`config.mk`:
```
export PLATFORM = sky130hd
export DESIGN_NAME = mem_port_arbiter
export DESIGN_NICKNAME = d
export VERILOG_FILES = /design/src/rtl/mem_port_arbiter.sv
export SDC_FILE = /design/constraint.sdc
export NUM_CORES = 1
export LEC_CHECK = 0
export ABC_AREA = 1
export BUFFER_PORTS_ARGS = -buffer_cell sky130_fd_sc_hd__buf_4
export CAP_MARGIN = 10
export CORE_MARGIN = 4
export CORE_UTILIZATION = 40
export CTS_BUF_LIST = sky130_fd_sc_hd__clkbuf_4
export DETAILED_ROUTE_END_ITERATION = 16
export PLACE_DENSITY = 0.71
export SLEW_MARGIN = 5
export SYNTH_ARGS = -nofsm -noshare
export SYNTH_HDL_FRONTEND = slang
export SYNTH_SLANG_ARGS = --single-unit
```
`constraint.sdc`:
```
create_clock -name clk -period 2.5 [get_ports clk]
set_input_delay 0.625 -clock clk [delete_from_list [all_inputs] [get_ports clk]]
set_output_delay 0.625 -clock clk [all_outputs]
set_load 0.02 [all_outputs]
```
`src/rtl/mem_port_arbiter.sv`:
```
// Round-robin arbiter serializing Arduino and core requests onto one memory port.
// Each access runs IDLE -> ISSUE -> (WAIT -> RESP for reads). All outputs are registered.
module mem_port_arbiter #(
    parameter int unsigned ADDR_W    = 20,
    parameter int unsigned DATA_W    = 8,
    parameter int unsigned RD_LAT    = 2,
    parameter int unsigned MEM_WORDS = 2**ADDR_W
) (
    input  logic              clk,
    input  logic              rst,
    input  logic              a_req,
    input  logic [ADDR_W-1:0] a_addr,
    input  logic              a_we,
    input  logic [DATA_W-1:0] a_wdata,
    output logic              a_gnt,
    output logic              a_rvalid,
    output logic [DATA_W-1:0] a_rdata,
    input  logic              c_req,
    input  logic [ADDR_W-1:0] c_addr,
    input  logic              c_we,
    input  logic [DATA_W-1:0] c_wdata,
    output logic              c_gnt,
    output logic              c_rvalid,
    output logic [DATA_W-1:0] c_rdata,
    output logic              err,
    output logic [ADDR_W-1:0] mem_addr,
    output logic              mem_we,
    output logic [DATA_W-1:0] mem_wdata,
    input  logic [DATA_W-1:0] mem_rdata,
    output logic              busy
);

    localparam logic [ADDR_W:0] LIMIT = (ADDR_W+1)'(MEM_WORDS);
    localparam logic [2:0]      LAT   = 3'(RD_LAT);

    typedef enum logic [1:0] {S_IDLE, S_ISSUE, S_WAIT, S_RESP} state_t;

    state_t            state, state_nxt;
    logic              win_c;
    logic              last_c;
    logic              owner_c;
    logic              lat_we;
    logic              lat_inr;
    logic [2:0]        cnt;
    logic [ADDR_W-1:0] sel_addr;
    logic              sel_we;
    logic [DATA_W-1:0] sel_wdata;
    logic              sel_inr;
    logic [DATA_W-1:0] rd_word;

    always_comb begin
        // On a tie the requester that did not own the port last time wins
        win_c     = c_req && (!a_req || !last_c);
        sel_addr  = win_c ? c_addr  : a_addr;
        sel_we    = win_c ? c_we    : a_we;
        sel_wdata = win_c ? c_wdata : a_wdata;
        sel_inr   = {1'b0, sel_addr} < LIMIT;
        rd_word   = lat_inr ? mem_rdata : '0;
        state_nxt = state;
        case (state)
            S_IDLE:  if (a_req || c_req) state_nxt = S_ISSUE;
            S_ISSUE: state_nxt = lat_we ? S_IDLE : S_WAIT;
            S_WAIT:  if (cnt == LAT) state_nxt = S_RESP;
            S_RESP:  state_nxt = S_IDLE;
            default: state_nxt = S_IDLE;
        endcase
    end

    always_ff @(posedge clk) begin
        if (rst) state <= S_IDLE;
        else     state <= state_nxt;
    end

    always_ff @(posedge clk) begin
        if (rst) begin
            a_gnt     <= 1'b0;
            c_gnt     <= 1'b0;
            a_rvalid  <= 1'b0;
            c_rvalid  <= 1'b0;
            a_rdata   <= '0;
            c_rdata   <= '0;
            err       <= 1'b0;
            mem_addr  <= '0;
            mem_we    <= 1'b0;
            mem_wdata <= '0;
            busy      <= 1'b0;
            last_c    <= 1'b1;
            owner_c   <= 1'b0;
            lat_we    <= 1'b0;
            lat_inr   <= 1'b0;
            cnt       <= '0;
        end else begin
            a_gnt    <= 1'b0;
            c_gnt    <= 1'b0;
            a_rvalid <= 1'b0;
            c_rvalid <= 1'b0;
            err      <= 1'b0;
            mem_we   <= 1'b0;
            case (state)
                S_IDLE: if (a_req || c_req) begin
                    // Issue-cycle outputs are loaded here so they appear in ISSUE
                    owner_c   <= win_c;
                    lat_we    <= sel_we;
                    lat_inr   <= sel_inr;
                    a_gnt     <= !win_c;
                    c_gnt     <= win_c;
                    mem_addr  <= sel_addr;
                    mem_wdata <= sel_wdata;
                    mem_we    <= sel_we && sel_inr;
                    err       <= sel_we && !sel_inr;
                    busy      <= 1'b1;
                end
                S_ISSUE: begin
                    last_c <= owner_c;
                    cnt    <= 3'd1;
                    if (lat_we) busy <= 1'b0;
                end
                S_WAIT: begin
                    if (cnt == LAT) begin
                        if (owner_c) begin
                            c_rvalid <= 1'b1;
                            c_rdata  <= rd_word;
                        end else begin
                            a_rvalid <= 1'b1;
                            a_rdata  <= rd_word;
                        end
                        err <= !lat_inr;
                    end else begin
                        cnt <= cnt + 3'd1;
                    end
                end
                S_RESP: busy <= 1'b0;
                default: ;
            endcase
        end
    end

endmodule

```
==> flow_metrics.py, run 1 <==
metrics = {
    "run_status": {
        "outcome": "completed",
    },
    "routing": {
        "drc": 0,
        "wl_per_cell_um": 11.5,
        "first_pass_iters": 4,
        "postRouteAntennaNets": 0,
        "vias": 2873,
        "drt_iter0_drc": 86,
        "wirelength_um": 7310,
        "vias_per_cell": 4.53,
    },
    "grt": {
        "overflow": 0,
        "antenna_found_initial": 0,
        "grtUsageTotal_pct": 17.3,
        "grt_max_degree": 31,
        "grt_pass1_wl_um": 12200,
        "grt_pass1_vias": 2776,
    },
    "synth": {
        "yosysTopAreaCell": "dfxtp_1",
        "syn-cell-area_sq_mm": 0.00294,
        "ys_seq_area_share_pct": 40.9,
        "synthAdderAreaFrac_pct": 0.853,
        "syn_inst": 419,
        "syn_area_per_cell_sq_um": 7.01,
        "synth_seq_cells": 60,
        "synth_edf_count": 0,
        "synth_top_family_by_area": "simple AND/OR/NAND/NOR gates",
        "synthMuxAreaShare_pct": 0,
        "yosys-top-cells-count": "nand2_1, nor2_1, inv_1, dfxtp_1, nand3_1",
        "synth.area.top_cells": "dfxtp_1, nand2_1, nor2_1",
        "synthSimpleGateAreaFrac_pct": 36.4,
        "yosys.cell_count.top_type": "nand2_1",
        "yosysWarnings": 0,
        "synthFlopType": "dfxtp_1",
        "synth_top_area_share_pct": 40.9,
        "synthArstFlopShare_pct": 0,
        "synth_compound_area_share_pct": 8.82,
        "yosysUniqueCellTypes": 26,
        "synthXorXnorAreaFrac_pct": 0.298,
        "syn_nets": 491,
    },
    "clock_network": {
        "clock-sinks": 60,
        "numCtsBuffers": 9,
        "clockBufferDepth": 2,
        "htree_levels": 3,
        "cts_tree": "built",
        "cts_root_buf": "clkbuf_4",
        "post_cts_buffers": 0,
        "postCtsHoldBufs": 0,
        "clkTransAtPathRegs_ps": 100,
        "clk_latency_ps": 390,
        "cts_resized": 0,
    },
    "timing": {
        "period_needed_ps": 1560,
        "slew-limit-headroom_pct": 45.7,
        "worst_slew_pin_slew_ps": 814,
        "fmax_ghz": 0.642,
        "hold_viol_final": 0,
        "setup_tns_ps": 0,
        "finClkSkew_ps": 10.7,
        "setup_viol_count_final": 0,
        "rsz0062_at_grt": "no",
        "fin_crit_sh_pct": 62.3,
        "slew_viol_final": 0,
    },
    "power": {
        "irDropWorstVdd_mv": 0.273,
        "p_leak_nw": 2.09,
        "powerDensity_mw_per_mm2": 616,
    },
    "critical_path": {
        "arrival_ps": 1880,
        "r2r_slack_ps": 1100,
        "crit_type": "input port to register",
        "start_kind": "input port",
        "worst_setup_path_end_kind": "register",
        "crit_fanout": 30,
        "required_ps": 2820,
    },
    "finish": {
        "drive_above_1_share_pct": 34.4,
        "final_util_pct": 58.0,
        "finalNetCount": 605,
        "synthToLayoutAreaGrowth_pct": 37.2,
        "diodes": 0,
        "stdcell_count": 634,
    },
    "placement": {
        "place.gp.congestion": 0.889,
        "numPlacedInstances": 618,
        "port_buffers": 120,
        "dp_hpwl_um": 5530,
    },
    "job": {
        "maxCapViolations": 0,
    },
    "floorplanning": {
        "die_w_um": 93.7,
        "dieArea_sq_mm": 0.00877,
        "die_h_um": 93.7,
        "core_area_sq_mm": 0.00694,
        "pin_count": 121,
        "initial_core_util_pct": 42.3,
        "rows": 30,
    },
    "worst_hold_path": {
        "hold_path_class": "register to register",
    },
}
==> sequential cells by signal, summed over array words and instances (netlist names), 3 cells and up, named ones only <==
| register | count |
|---|---|
| c_rdata | 8 |
| mem_addr | 20 |
| a_rdata | 8 |
| mem_wdata | 8 |
| cnt | 3 |
==> cell type report <==
cell class / count / area, sq um
fillers: 701 / 2920
multi-input cells: 273 / 1370
flip-flops and latches: 60 / 1200
repair buffers: 126 / 946
inverters: 63 / 236
well taps: 96 / 120
clock buffers: 11 / 82.6
clock inverters: 5 / 76.3
==> power breakdown <==
| group | internal, mW | leakage (nW) | switching, mW |
|---|---|---|---|
| combinational | 0.270 | 1.52 | 0.360 |
| sequential | 1.03 | 0.492 | 0.0509 |
| clock | 0.424 | 0.0845 | 0.345 |
| total | 1.73 | 2.09 | 0.756 |
==> worst max-delay path, stage by stage <==
cell and delay [ps]:
buf_4 230, inv_1 640, nand2_1 240, nor2_1 130
==> layer usage <==
metal / vias up / track usage [%] / wire length (um)
met4: 0 / 6.86 / 123
met3: 14 / 5.53 / 697
met1: 1246 / 21.0 / 3150
li1: 1506 / - / -
met2: 107 / 28.3 / 3340
met5: - / 0 / 0
==> logic make-up after synthesis <==
group | after synthesis
adder cells (fa/ha/maj) | 2
buffers and inverters | 86
AO/OA/AOI/OAI | 37
flip-flops | 60
XOR/XNOR | 1
AND/OR/NAND/NOR | 233
==> per-stage QoR <==
step                      worst slack (ps)  power [mW]  instance area, sq um  hold WS [ps]
final                                  943        2.48                  4030           477
after global routing                   762        2.62                  4030           504
after CTS                              951        2.51                  4030           480
after detailed placement               524        1.74                  3870           463
after global placement                 610        1.73                  3870           456
after floorplan                       1110        1.50                  2940           446
==> final timing paths <==
check	to	start	cells after the start
worst min-delay path	mem_addr[3]$_SDFFE_PP0P_	mem_addr[3]$_SDFFE_PP0P_	2
worst min register to register	mem_addr[3]$_SDFFE_PP0P_	mem_addr[3]$_SDFFE_PP0P_	2
worst max register to register	a_rvalid$_SDFF_PP0_	cnt[0]$_SDFFE_PP0P_	6
worst max-delay path	a_rvalid$_SDFF_PP0_	rst	4
==> cells in the final DEF (no fill, tap or decap), types with 3 or more instances in the layout <==
cell type / netlist / routed
a21oi_2: 19 / 19
nand2_1: 105 / 105
nand3_2: 19 / 19
dfxtp_1: 60 / 60
inv_1: 62 / 62
nand3_1: 32 / 32
a21oi_1: 3 / 3
o21ai_0: 13 / 13
buf_4: 2 / 126
nor2_1: 71 / 71
clkbuf_4: 0 / 11
Power figures use the tool's default switching activity.
==> inputs of run 2 (changes only) <==
==> constraint.sdc (replaced) <==
create_clock -name clk -period 1.6 [get_ports clk]
set_input_delay 0.4 -clock clk [delete_from_list [all_inputs] [get_ports clk]]
set_output_delay 0.4 -clock clk [all_outputs]
set_load 0.02 [all_outputs]
==> flow_metrics.py, run 2 (synthesis results as in run 1) <==
metrics = {
    "finish": {
        "layout_common_cells": "buf_4, nand2_1, nor2_1",
        "largest_reg_flops": 20,
        "diodes": 0,
        "finalNetCount": 612,
        "final_common_cell": "buf_4",
        "stdcell_area_sq_mm": 0.00407,
        "drive_above_1_share_pct": 35.4,
        "stdcell_count": 641,
        "top_register": "mem_addr",
        "fill_cells": 658,
        "synthToLayoutAreaGrowth_pct": 38.7,
    },
    "critical_path": {
        "arrival_ps": 1720,
        "start_kind": "register",
        "critPathMaxStageDelay_ps": 510,
        "crit_type": "register to register",
        "required_ps": 1910,
        "crit_slowest_cell": "nor2_4",
        "worst-path-buf-inv": 1,
        "path_delay_family": "simple AND/OR/NAND/NOR gates",
        "worst_setup_path_end_kind": "register",
        "crit_fanout": 19,
        "path_cells": "inv_2 > nand2_1 > nor2_4 > nand2_1 > nor2_1 > nor2_1",
    },
    "grt": {
        "overflow": 0,
        "grt_pass1_vias": 2862,
        "grtUsageTotal_pct": 17.5,
        "antenna_found_initial": 0,
        "grt_max_degree": 22,
        "grt_pass1_wl_um": 12500,
    },
    "routing": {
        "vias": 2936,
        "drt_iter0_drc": 127,
        "wl_per_cell_um": 11.6,
        "drc": 0,
        "first_pass_iters": 4,
        "wirelength_um": 7440,
        "vias_per_cell": 4.58,
        "postRouteAntennaNets": 0,
    },
    "power": {
        "p_leak_nw": 2.11,
        "irDropWorstVdd_mv": 0.524,
        "powerDensity_mw_per_mm2": 930,
    },
    "timing": {
        "setup_viol_count_final": 0,
        "worst_slew_pin_slew_ps": 606,
        "slew_viol_final": 0,
        "slew-limit-headroom_pct": 59.5,
        "fmax_ghz": 0.705,
        "setup_tns_ps": 0,
        "finClkSkew_ps": 7.72,
        "fin_crit_sh_pct": 88.6,
        "period_needed_ps": 1420,
        "hold_viol_final": 0,
        "rsz0062_at_grt": "no",
    },
    "job": {
        "maxCapViolations": 0,
    },
    "floorplanning": {
        "dieArea_sq_mm": 0.00877,
        "die_h_um": 93.7,
        "pin_count": 121,
        "core_area_sq_mm": 0.00694,
        "die_w_um": 93.7,
        "initial_core_util_pct": 42.3,
        "rows": 30,
    },
    "clock_network": {
        "cts_root_buf": "clkbuf_4",
        "clkTransAtPathRegs_ps": 110,
        "clock-sinks": 60,
        "cts_tree": "built",
        "numCtsBuffers": 9,
        "clockBufferDepth": 2,
        "post_cts_buffers": 0,
        "htree_levels": 3,
        "postCtsHoldBufs": 0,
        "clk_latency_ps": 400,
    },
    "placement": {
        "numPlacedInstances": 624,
        "place.gp.congestion": 0.839,
        "port_buffers": 120,
        "dpl_cell_area_sq_mm": 0.00391,
        "dp_hpwl_um": 5610,
    },
    "run_status": {
        "outcome": "completed",
    },
    "worst_hold_path": {
        "hold_path_class": "input port to register",
    },
}
==> run 2: cell type report <==
| class | count | area, sq um | area share [%] |
|---|---|---|---|
| inverter | 63 | 236 | 5.81 |
| multi-input combinational | 274 | 1380 | 33.9 |
| tap | 96 | 120 | 2.95 |
| clock inverter | 7 | 75.1 | 1.84 |
| sequential | 60 | 1200 | 29.5 |
| clock buffer | 9 | 67.6 | 1.66 |
| timing repair buffer | 132 | 991 | 24.3 |
==> run 2: what timing repair did <==
action                                  4_1_cts  5_1_grt
gates resized for setup                       1        1
pin swaps                                     1        2
cloned                                        1        0
endpoints found under the setup margin       28        3
==> run 2: path summary, 6_finish.rpt <==
| kind | start | end | slack [ps] | cells past startpoint |
|---|---|---|---|---|
| max | state[0]$_SDFFE_PP0P_ | mem_addr[18]$_SDFFE_PP0P_ | 180 | 6 |
| min | rst | mem_addr[11]$_SDFFE_PP0P_ | 280 | 2 |
| max reg2reg | state[0]$_SDFFE_PP0P_ | mem_addr[18]$_SDFFE_PP0P_ | 180 | 6 |
| min reg2reg | mem_wdata[6]$_SDFFE_PP0P_ | mem_wdata[6]$_SDFFE_PP0P_ | 480 | 2 |
==> run 2: stage by stage <==
stage	worst slack, ps	util [%]	power, mW	hold WS [ps]
floorplan	416	-	2.35	446
global placement	-127	56.4	2.71	456
detailed placement	-239	56.4	2.73	464
CTS	168	58.6	3.83	261
global route	6.82	58.6	4.02	267
finish	182	58.6	3.79	279
==> run 2: metal layers <==
metal	up-vias	GRT usage [%]	share of wire, %
met4	0	6.14	1.4
li1	1515	-	-
met2	105	30.0	48
met1	1307	21.1	42
met3	9	4.57	8.7
met5	-	0	0
==> run 2: worst reg2reg max path: cells and delay by family (launching register included) <==
family / cells / cell delay, ps
buf+inv: 1 / 50
flops: 1 / 340
simple gates: 5 / 940
==> run 2: power breakdown <==
group          internal (mW)  total [mW]  switching, mW
clock                  0.483        1.09          0.603
combinational          0.432        1.01          0.582
sequential              1.61        1.69         0.0758
total                   2.53        3.79           1.26
